`config.mk`:
```
export PLATFORM = sky130hd
export DESIGN_NAME = zeroheti_obi_demux
export DESIGN_NICKNAME = d
export VERILOG_FILES = /design/src/rtl/zeroheti_pkg.sv /design/src/rtl/zeroheti_idx_fifo.sv /design/src/rtl/zeroheti_obi_demux.sv
export SDC_FILE = /design/constraint.sdc
export NUM_CORES = 1
export LEC_CHECK = 0
export ABC_CLOCK_PERIOD_IN_PS = 9800
export CORE_AREA = 2 2 380 382
export CTS_CLUSTER_SIZE = 14
export DETAILED_ROUTE_END_ITERATION = 12
export DIE_AREA = 0 0 382 384
export GPL_TIMING_DRIVEN = 1
export PLACE_DENSITY = 0.3
export SYNTH_ARGS = -nofsm -noshare
export SYNTH_HDL_FRONTEND = slang
export SYNTH_HIERARCHICAL = 1
export SYNTH_SLANG_ARGS = --single-unit
export TNS_END_PERCENT = 10
```
`constraint.sdc`:
```
create_clock -name clk_i -period 9.8 [get_ports clk_i]
set_input_delay 1.96 -clock clk_i [delete_from_list [all_inputs] [get_ports clk_i]]
set_output_delay 1.96 -clock clk_i [all_outputs]
set_load 0.005 [all_outputs]
```
`src/rtl/zeroheti_pkg.sv`:
```
// Shared zeroHETI fabric types: address-map rule layout and the decode-error
// data pattern returned for unmapped accesses.
package zeroheti_pkg;

    localparam int unsigned RuleAddrWidth  = 32;
    localparam logic [31:0] ErrDataDefault = 32'hBADCAB1E;

    // Both bounds are inclusive; idx names the subordinate port
    typedef struct packed {
        logic [31:0]              idx;
        logic [RuleAddrWidth-1:0] start_addr;
        logic [RuleAddrWidth-1:0] end_addr;
    } addr_map_rule_t;

    function automatic int unsigned clog2_min1(input int unsigned n);
        return (n > 1) ? $clog2(n) : 1;
    endfunction

endpackage

```
`src/rtl/zeroheti_idx_fifo.sv`:
```
// Small FIFO of target indices, also exposing the most recently pushed value.
// Latency: head visible the cycle after push; no same-cycle bypass.
// Backpressure: push ignored when full, pop ignored when empty.
module zeroheti_idx_fifo
    import zeroheti_pkg::*;
#(
    parameter int unsigned Depth = 4,
    parameter int unsigned Width = 3
) (
    input  logic             clk,
    input  logic             rst,
    input  logic             push,
    input  logic             pop,
    input  logic [Width-1:0] data,
    output logic [Width-1:0] head,
    output logic [Width-1:0] last,
    output logic             full,
    output logic             empty
);

    localparam int unsigned PtrW = clog2_min1(Depth);
    localparam int unsigned CntW = $clog2(Depth + 1);

    logic [Width-1:0] mem [Depth];
    logic [PtrW-1:0]  rd_ptr;
    logic [PtrW-1:0]  wr_ptr;
    logic [CntW-1:0]  count;
    logic             do_push;
    logic             do_pop;

    function automatic logic [PtrW-1:0] ptr_inc(input logic [PtrW-1:0] p);
        return (p == PtrW'(Depth - 1)) ? '0 : p + 1'b1;
    endfunction

    assign full    = (count == CntW'(Depth));
    assign empty   = (count == '0);
    assign do_push = push & ~full;
    assign do_pop  = pop & ~empty;
    assign head    = mem[rd_ptr];

    always_ff @(posedge clk) begin
        if (do_push) begin
            mem[wr_ptr] <= data;
        end
    end

    always_ff @(posedge clk) begin
        if (rst) begin
            rd_ptr <= '0;
            wr_ptr <= '0;
            count  <= '0;
            last   <= '0;
        end else begin
            if (do_push) begin
                wr_ptr <= ptr_inc(wr_ptr);
                last   <= data;
            end
            if (do_pop) begin
                rd_ptr <= ptr_inc(rd_ptr);
            end
            count <= count + CntW'(do_push) - CntW'(do_pop);
        end
    end

endmodule

```
`src/rtl/zeroheti_obi_demux.sv`:
```
// Address-decoding OBI demux, one manager to NumMgrPorts subordinates plus an error subordinate.
// Latency: request/grant and real responses combinational; decode-error response 1 cycle after grant.
// Backpressure: grant held low while tracking FIFO is full or a target switch waits for drain.
module zeroheti_obi_demux
    import zeroheti_pkg::*;
#(
    parameter int unsigned          NumMgrPorts = 6,
    parameter int unsigned          NumRules    = 6,
    parameter int unsigned          MaxTrans    = 4,
    parameter int unsigned          AddrWidth   = 32,
    parameter int unsigned          DataWidth   = 32,
    parameter logic [DataWidth-1:0] ErrData     = DataWidth'(ErrDataDefault)
) (
    input  logic                     clk_i,
    input  logic                     rst_i,
    input  addr_map_rule_t           addr_map_i [NumRules],

    input  logic                     sbr_req_i,
    output logic                     sbr_gnt_o,
    input  logic [AddrWidth-1:0]     sbr_addr_i,
    input  logic                     sbr_we_i,
    input  logic [DataWidth/8-1:0]   sbr_be_i,
    input  logic [DataWidth-1:0]     sbr_wdata_i,
    output logic                     sbr_rvalid_o,
    output logic [DataWidth-1:0]     sbr_rdata_o,
    output logic                     sbr_err_o,

    output logic [NumMgrPorts-1:0]   mgr_req_o,
    input  logic [NumMgrPorts-1:0]   mgr_gnt_i,
    output logic [AddrWidth-1:0]     mgr_addr_o,
    output logic                     mgr_we_o,
    output logic [DataWidth/8-1:0]   mgr_be_o,
    output logic [DataWidth-1:0]     mgr_wdata_o,
    input  logic [NumMgrPorts-1:0]   mgr_rvalid_i,
    input  logic [DataWidth-1:0]     mgr_rdata_i [NumMgrPorts],
    input  logic [NumMgrPorts-1:0]   mgr_err_i
);

    localparam int unsigned    TgtW    = $clog2(NumMgrPorts + 1);
    localparam int unsigned    ErrCntW = $clog2(MaxTrans + 1);
    localparam logic [TgtW-1:0] ErrTgt = TgtW'(NumMgrPorts);

    logic [RuleAddrWidth-1:0] addr_ext;
    logic [TgtW-1:0]          tgt;
    logic                     is_err;
    logic                     ok;
    logic                     port_gnt;
    logic                     push;
    logic                     err_rsp;
    logic [TgtW-1:0]          head;
    logic [TgtW-1:0]          last;
    logic                     full;
    logic                     empty;
    logic [ErrCntW-1:0]       err_cnt;
    logic [NumMgrPorts-1:0]   spurious;

    assign addr_ext = RuleAddrWidth'(sbr_addr_i);

    // Scan from the highest rule down so the lowest matching rule overwrites last
    always_comb begin
        tgt = ErrTgt;
        for (int r = NumRules - 1; r >= 0; r--) begin
            if ((addr_ext >= addr_map_i[r].start_addr) && (addr_ext <= addr_map_i[r].end_addr)) begin
                tgt = (addr_map_i[r].idx < 32'(NumMgrPorts)) ? TgtW'(addr_map_i[r].idx) : ErrTgt;
            end
        end
    end

    assign is_err = (tgt == ErrTgt);
    // Only one target may be in flight at a time, which keeps responses in order
    assign ok     = ~rst_i & ~full & (empty | (tgt == last));

    always_comb begin
        mgr_req_o = '0;
        port_gnt  = 1'b0;
        for (int p = 0; p < NumMgrPorts; p++) begin
            if (tgt == TgtW'(p)) begin
                mgr_req_o[p] = sbr_req_i & ok;
                port_gnt     = mgr_gnt_i[p];
            end
        end
        sbr_gnt_o = ok & (is_err ? sbr_req_i : port_gnt);
    end

    assign push        = sbr_req_i & sbr_gnt_o;
    assign mgr_addr_o  = sbr_addr_i;
    assign mgr_we_o    = sbr_we_i;
    assign mgr_be_o    = sbr_be_i;
    assign mgr_wdata_o = sbr_wdata_i;

    zeroheti_idx_fifo #(
        .Depth (MaxTrans),
        .Width (TgtW)
    ) u_fifo (
        .clk   (clk_i),
        .rst   (rst_i),
        .push  (push),
        .pop   (sbr_rvalid_o),
        .data  (tgt),
        .head  (head),
        .last  (last),
        .full  (full),
        .empty (empty)
    );

    assign err_rsp = ~rst_i & ~empty & (head == ErrTgt) & (err_cnt != '0);

    always_ff @(posedge clk_i) begin
        if (rst_i) begin
            err_cnt <= '0;
        end else begin
            err_cnt <= err_cnt + ErrCntW'(push & is_err) - ErrCntW'(err_rsp);
        end
    end

    // Outputs are forced to zero when no response is presented
    always_comb begin
        sbr_rvalid_o = 1'b0;
        sbr_rdata_o  = '0;
        sbr_err_o    = 1'b0;
        if (err_rsp) begin
            sbr_rvalid_o = 1'b1;
            sbr_rdata_o  = ErrData;
            sbr_err_o    = 1'b1;
        end else if (~rst_i & ~empty) begin
            for (int p = 0; p < NumMgrPorts; p++) begin
                if ((head == TgtW'(p)) && mgr_rvalid_i[p]) begin
                    sbr_rvalid_o = 1'b1;
                    sbr_rdata_o  = mgr_rdata_i[p];
                    sbr_err_o    = mgr_err_i[p];
                end
            end
        end
    end

    always_comb begin
        spurious = '0;
        for (int p = 0; p < NumMgrPorts; p++) begin
            spurious[p] = mgr_rvalid_i[p] & (empty | (head != TgtW'(p)));
        end
    end

    // A response from a port that is not the FIFO head is dropped, never forwarded
    assert property (@(posedge clk_i) disable iff (rst_i) spurious == '0)
        else $warning("zeroheti_obi_demux: dropped unexpected rvalid 0x%0h", spurious);

endmodule

```
==> results summary <==
In this run the most used layer during global routing was met2. For this run, the post-layout net count is ~4000. The fraction of final layout cells sized beyond drive strength 1 is 0.03666.

The clock root buffer master is sky130_fd_sc_hd__clkbuf_16. The startpoint identified for the worst hold timing path is u_fifo/rd_ptr[0]. The final cell utilization of the core is 0.1756. The run finished with clean final reports. The count of cells along the worst hold path came out at 2.

Entering global routing, the biggest net connects 54 pins. The proportion of synthesized flip-flops having asynchronous set or reset is 0. The slew at the pin closest to its max-slew limit is 1.267 ns. Counting tap cells, the placed design contains a total of ~4700 instances. The fraction of met1 tracks used by global routing is 0.1805. The number of rows created at floorplan is around 140. The end of the worst register-to-register path is u_fifo/count[2]. The largest buffer count on any clock path is 2. The number of global-route vias before repair is roughly 18000. The sequential-to-total area share from yosys stat came out at 0.04804.

The worst reg2reg path depth is 15. For met3 alone, demand over resource in global routing was 0.05349. The total negative slack is 0 ns. Walking the worst path, the cells encountered are clkdlybuf4s50_1 > ha_1 > nand4_1 > or4_1 > nor4_1 > a31oi_1 > a31o_2 > o22a_1 > a2111oi_1 > a211o_1 > mux2_2 > o21a_1 > o2111a_1 > clkdlybuf4s50_1.

The clock period could shrink to 9.150 ns. The wire length of the first global-routing pass is roughly 160000 um. The global routing usage on met2 is 0.2617. In this run, the number of DRC markers left after iteration 0 of detailed routing was a little over 800. The initial core utilization is 0.09630. By startpoint and endpoint, the worst setup path is classified as input pin to primary output. The final setup violation count is 0.

The total via count after detailed routing came out at 17460. The most frequent cell on the critical path is sky130_fd_sc_hd__clkdlybuf4s50_1. The hold slack is 0.5053 ns. STA classifies the critical path startpoint as an input pin. The worst setup path is captured at a primary output. The die height came out at between 300 and 400 um. The depth of the CTS H-tree is 1. The total global routing overflow came out at 0. Clock skew on the completed layout was measured at around 0.0013 ns.

The register-to-register setup slack came out at approximately 4.4 ns. The data arrival at the endpoint of the critical path is ~7.2 ns. The count of maximum capacitance violations came out at 0. Among all stages on the critical path, the largest delay is contributed by sky130_fd_sc_hd__clkdlybuf4s50_1. The min-delay analysis places its worst path in the category register to register.

The number of enable flip-flop cells after synthesis is 12. The area of the core came out at ~0.14 mm2. Buffers placed on the I/O ports in this run total around 890. The cell area after synthesis is between 0.01 and 0.015 mm2. The number of nets produced by synthesis is approximately 3200. The number of non-filler instances in the completed layout came out at around 4700. The unique cell type count in the Yosys netlist came out at between 80 and 90.

The TritonCTS buffer count came out at 3. The detailed-route wire length is 118800 um. The post-route fraction of the period consumed by the critical path is 0.9337. The number of hold violations in the final report was 0.

The upper clock frequency limit is 0.1093 GHz. The synthesized area per cell is a little over 7 um2. The critical path buffer and inverter count is 2. The I/O pin count came out at roughly 970. The number of synthesized register bits came out at 27. The clock slew seen by the registers of the worst setup and hold paths is approximately 0.070 ns. The average via count per standard cell came out at between 3 and 4. In the global route stage, overall resource usage came out at 0.1539. IR analysis of the VDD net gives a maximum drop of 0.00005461 V.

The required time of the worst setup path came out at between 7 and 8 ns. The residual antenna-violating net count after detailed routing is 0. Setup repair after global routing left no endpoint under its margin.

The TritonCTS clock tree is done. At the end of routability-driven placement, the weighted congestion stood at between 0.8 and 0.9. Counting the fill cells in the layout gives between 15000 and 20000.

The largest single stage delay on the critical path is about 0.9 ns. The die outline area is about 0.15 mm2. Measured against its own limit, the worst slew margin works out to 0.1338. The half-perimeter wire length after detailed placement came out at around 110000 um. The leakage power is between 10 and 15 nW. The top fanout value on the critical path is 13. The number of slew-limit violations in the final report came to 0. The number of antenna violations at the first check in global routing is 65. The cell count after synthesis came out at around 1900. The number of detailed-routing iterations run before antenna repair came out at 5. The power density of the placed cells is between 50 and 60 mW/mm2.

Relative to the synthesized area, the layout overhead comes to 82.30%. The most used flip-flop cell after synthesis is sky130_fd_sc_hd__dfxtp_1. The clock latency at the later pin of the worst-skew pair is 0.26 ns. The cell family contributing the most delay on the critical path is compound AO/OA/AOI/OAI gates. The average wire length per cell after detail routing came out at ~25 um. The horizontal extent of the die is approximately 380 um. The sink count of the clock tree came out at 27. The number of synthesis warnings is 6. For this run, design rule violations remaining after detail routing come to 0.
==> worst max-delay path by stage <==
stage | to | slack, ns | depth (start not counted) | from
final | sbr_gnt_o | 0.65 | 14 | sbr_addr_i[7]
after detailed placement | mgr_req_o[2] | 0.23 | 17 | sbr_addr_i[11]
after global placement | mgr_req_o[2] | 0.20 | 16 | sbr_addr_i[11]
after CTS | mgr_req_o[2] | 0.22 | 17 | sbr_addr_i[11]
after global routing | mgr_req_o[2] | 0.11 | 17 | sbr_addr_i[11]
after floorplan | sbr_gnt_o | 2.81 | 13 | addr_map_i[206]
==> layout by cell type, fill, tap and decap left out, types with 7 or more instances in the layout <==
master,n
sky130_fd_sc_hd__a2111oi_0,14
sky130_fd_sc_hd__a211o_1,9
sky130_fd_sc_hd__a211oi_1,22
sky130_fd_sc_hd__a21o_1,31
sky130_fd_sc_hd__a21oi_1,152
sky130_fd_sc_hd__a221oi_1,34
sky130_fd_sc_hd__a222oi_1,20
sky130_fd_sc_hd__a31oi_1,13
sky130_fd_sc_hd__and4_1,8
sky130_fd_sc_hd__buf_4,65
sky130_fd_sc_hd__clkdlybuf4s50_1,893
sky130_fd_sc_hd__dfxtp_1,15
sky130_fd_sc_hd__diode_2,27
sky130_fd_sc_hd__edfxtp_1,12
sky130_fd_sc_hd__ha_1,393
sky130_fd_sc_hd__inv_1,402
sky130_fd_sc_hd__nand2_1,78
sky130_fd_sc_hd__nand2b_1,13
sky130_fd_sc_hd__nand3_1,52
sky130_fd_sc_hd__nand4_1,73
sky130_fd_sc_hd__nor2_1,100
sky130_fd_sc_hd__nor2b_1,17
sky130_fd_sc_hd__nor3_1,42
sky130_fd_sc_hd__nor4_1,41
sky130_fd_sc_hd__o211ai_1,9
sky130_fd_sc_hd__o21a_1,7
sky130_fd_sc_hd__o21ai_0,44
sky130_fd_sc_hd__o21ai_1,11
sky130_fd_sc_hd__o22ai_1,34
sky130_fd_sc_hd__o31ai_1,25
sky130_fd_sc_hd__or4_1,9
==> where the power goes <==
group / switching, mW / total (mW) / leakage [nW] / internal [mW]
Combinational: 0.541 / 1.12 / 10.8 / 0.579
Clock: 0.0372 / 0.0926 / 0.0373 / 0.0554
Sequential: 0.00813 / 0.138 / 0.229 / 0.130
Total: 0.586 / 1.35 / 11.0 / 0.765
==> Yosys cell counts (31+ instances only) <==
| cell type | n | share of area |
|---|---|---|
| sky130_fd_sc_hd__a21o_1 | 31 | 0.017 |
| sky130_fd_sc_hd__a21oi_1 | 153 | 0.056 |
| sky130_fd_sc_hd__a221oi_1 | 34 | 0.022 |
| sky130_fd_sc_hd__buf_4 | 69 | 0.038 |
| sky130_fd_sc_hd__clkbuf_1 | 31 | 0.0085 |
| sky130_fd_sc_hd__ha_1 | 393 | 0.36 |
| sky130_fd_sc_hd__inv_1 | 402 | 0.11 |
| sky130_fd_sc_hd__nand2_1 | 78 | 0.021 |
| sky130_fd_sc_hd__nand3_1 | 53 | 0.019 |
| sky130_fd_sc_hd__nand4_1 | 73 | 0.033 |
| sky130_fd_sc_hd__nor2_1 | 100 | 0.027 |
| sky130_fd_sc_hd__nor3_1 | 44 | 0.016 |
| sky130_fd_sc_hd__nor4_1 | 43 | 0.020 |
| sky130_fd_sc_hd__o21ai_0 | 44 | 0.016 |
| sky130_fd_sc_hd__o22ai_1 | 34 | 0.015 |
==> cell families (layout without fill, tap and decap cells) <==
kind of cell             count (synthesis)  after routing  synth area share
flip-flops                              27             27           0.04804
multiplexers                            10             10           0.01019
other                                    0             27                 0
adder cells (fa/ha/maj)                395            395            0.3605
buffers and inverters                  508           1365            0.1601
AO/OA/AOI/OAI                          476            476            0.2339
XOR/XNOR                                 6              6          0.005734
AND/OR/NAND/NOR                        476            476            0.1815
==> registers in the layout, summed over array words and instances, names as in the netlist, named ones only <==
name	cells
u_fifo/mem	12
err_cnt	3
u_fifo/count	3
u_fifo/last	3
u_fifo/rd_ptr	2
u_fifo/wr_ptr	2
==> per-layer routing <==
| metal | vias up | share of wire |
|---|---|---|
| met4 | 58 | 0.029 |
| met2 | 720 | 0.47 |
| met3 | 124 | 0.086 |
| met5 | - | 0.0034 |
| li1 | 8611 | - |
| met1 | 7950 | 0.41 |
==> what timing repair did <==
action | 4_1_cts | 5_1_grt
endpoints found under the setup margin | 0 | 1
buffers inserted | 0 | 0
resized for setup | 0 | 1
hold buffers | 0 | 0
==> final cells by class <==
cell class / instances / area, um2 / area share
flip-flops and latches: 27 / 660.6 / 0.02635
multi-input cells: 1363 / 10920 / 0.4358
repair buffers: 958 / 9427 / 0.3760
diodes: 27 / 67.56 / 0.002695
inverters: 403 / 1525 / 0.06084
clock buffers: 3 / 75.07 / 0.002995
well taps: 1903 / 2381 / 0.09498
clock inverters: 1 / 7.507 / 0.0002995
==> worst register-to-register path, delay by kind of cell (launching register included) <==
kind	cells	cell delay (ns)
compound gates	2	0.73
mux	1	0.63
simple gates	5	2.43
xor+xnor	1	0.16
flops	1	0.43
buf+inv	3	0.20
fa+ha+maj	3	0.72
==> per-stage QoR <==
stage	worst slack, ns	cell area, um2	total power [mW]
finish	0.6499	25070	1.351
CTS	0.2230	25000	1.380
floorplan	2.808	13750	0.6178
detailed placement	0.2320	24910	1.277
global placement	0.2026	24910	1.287
global route	0.1058	25050	1.485
Power figures use the tool's default switching activity.
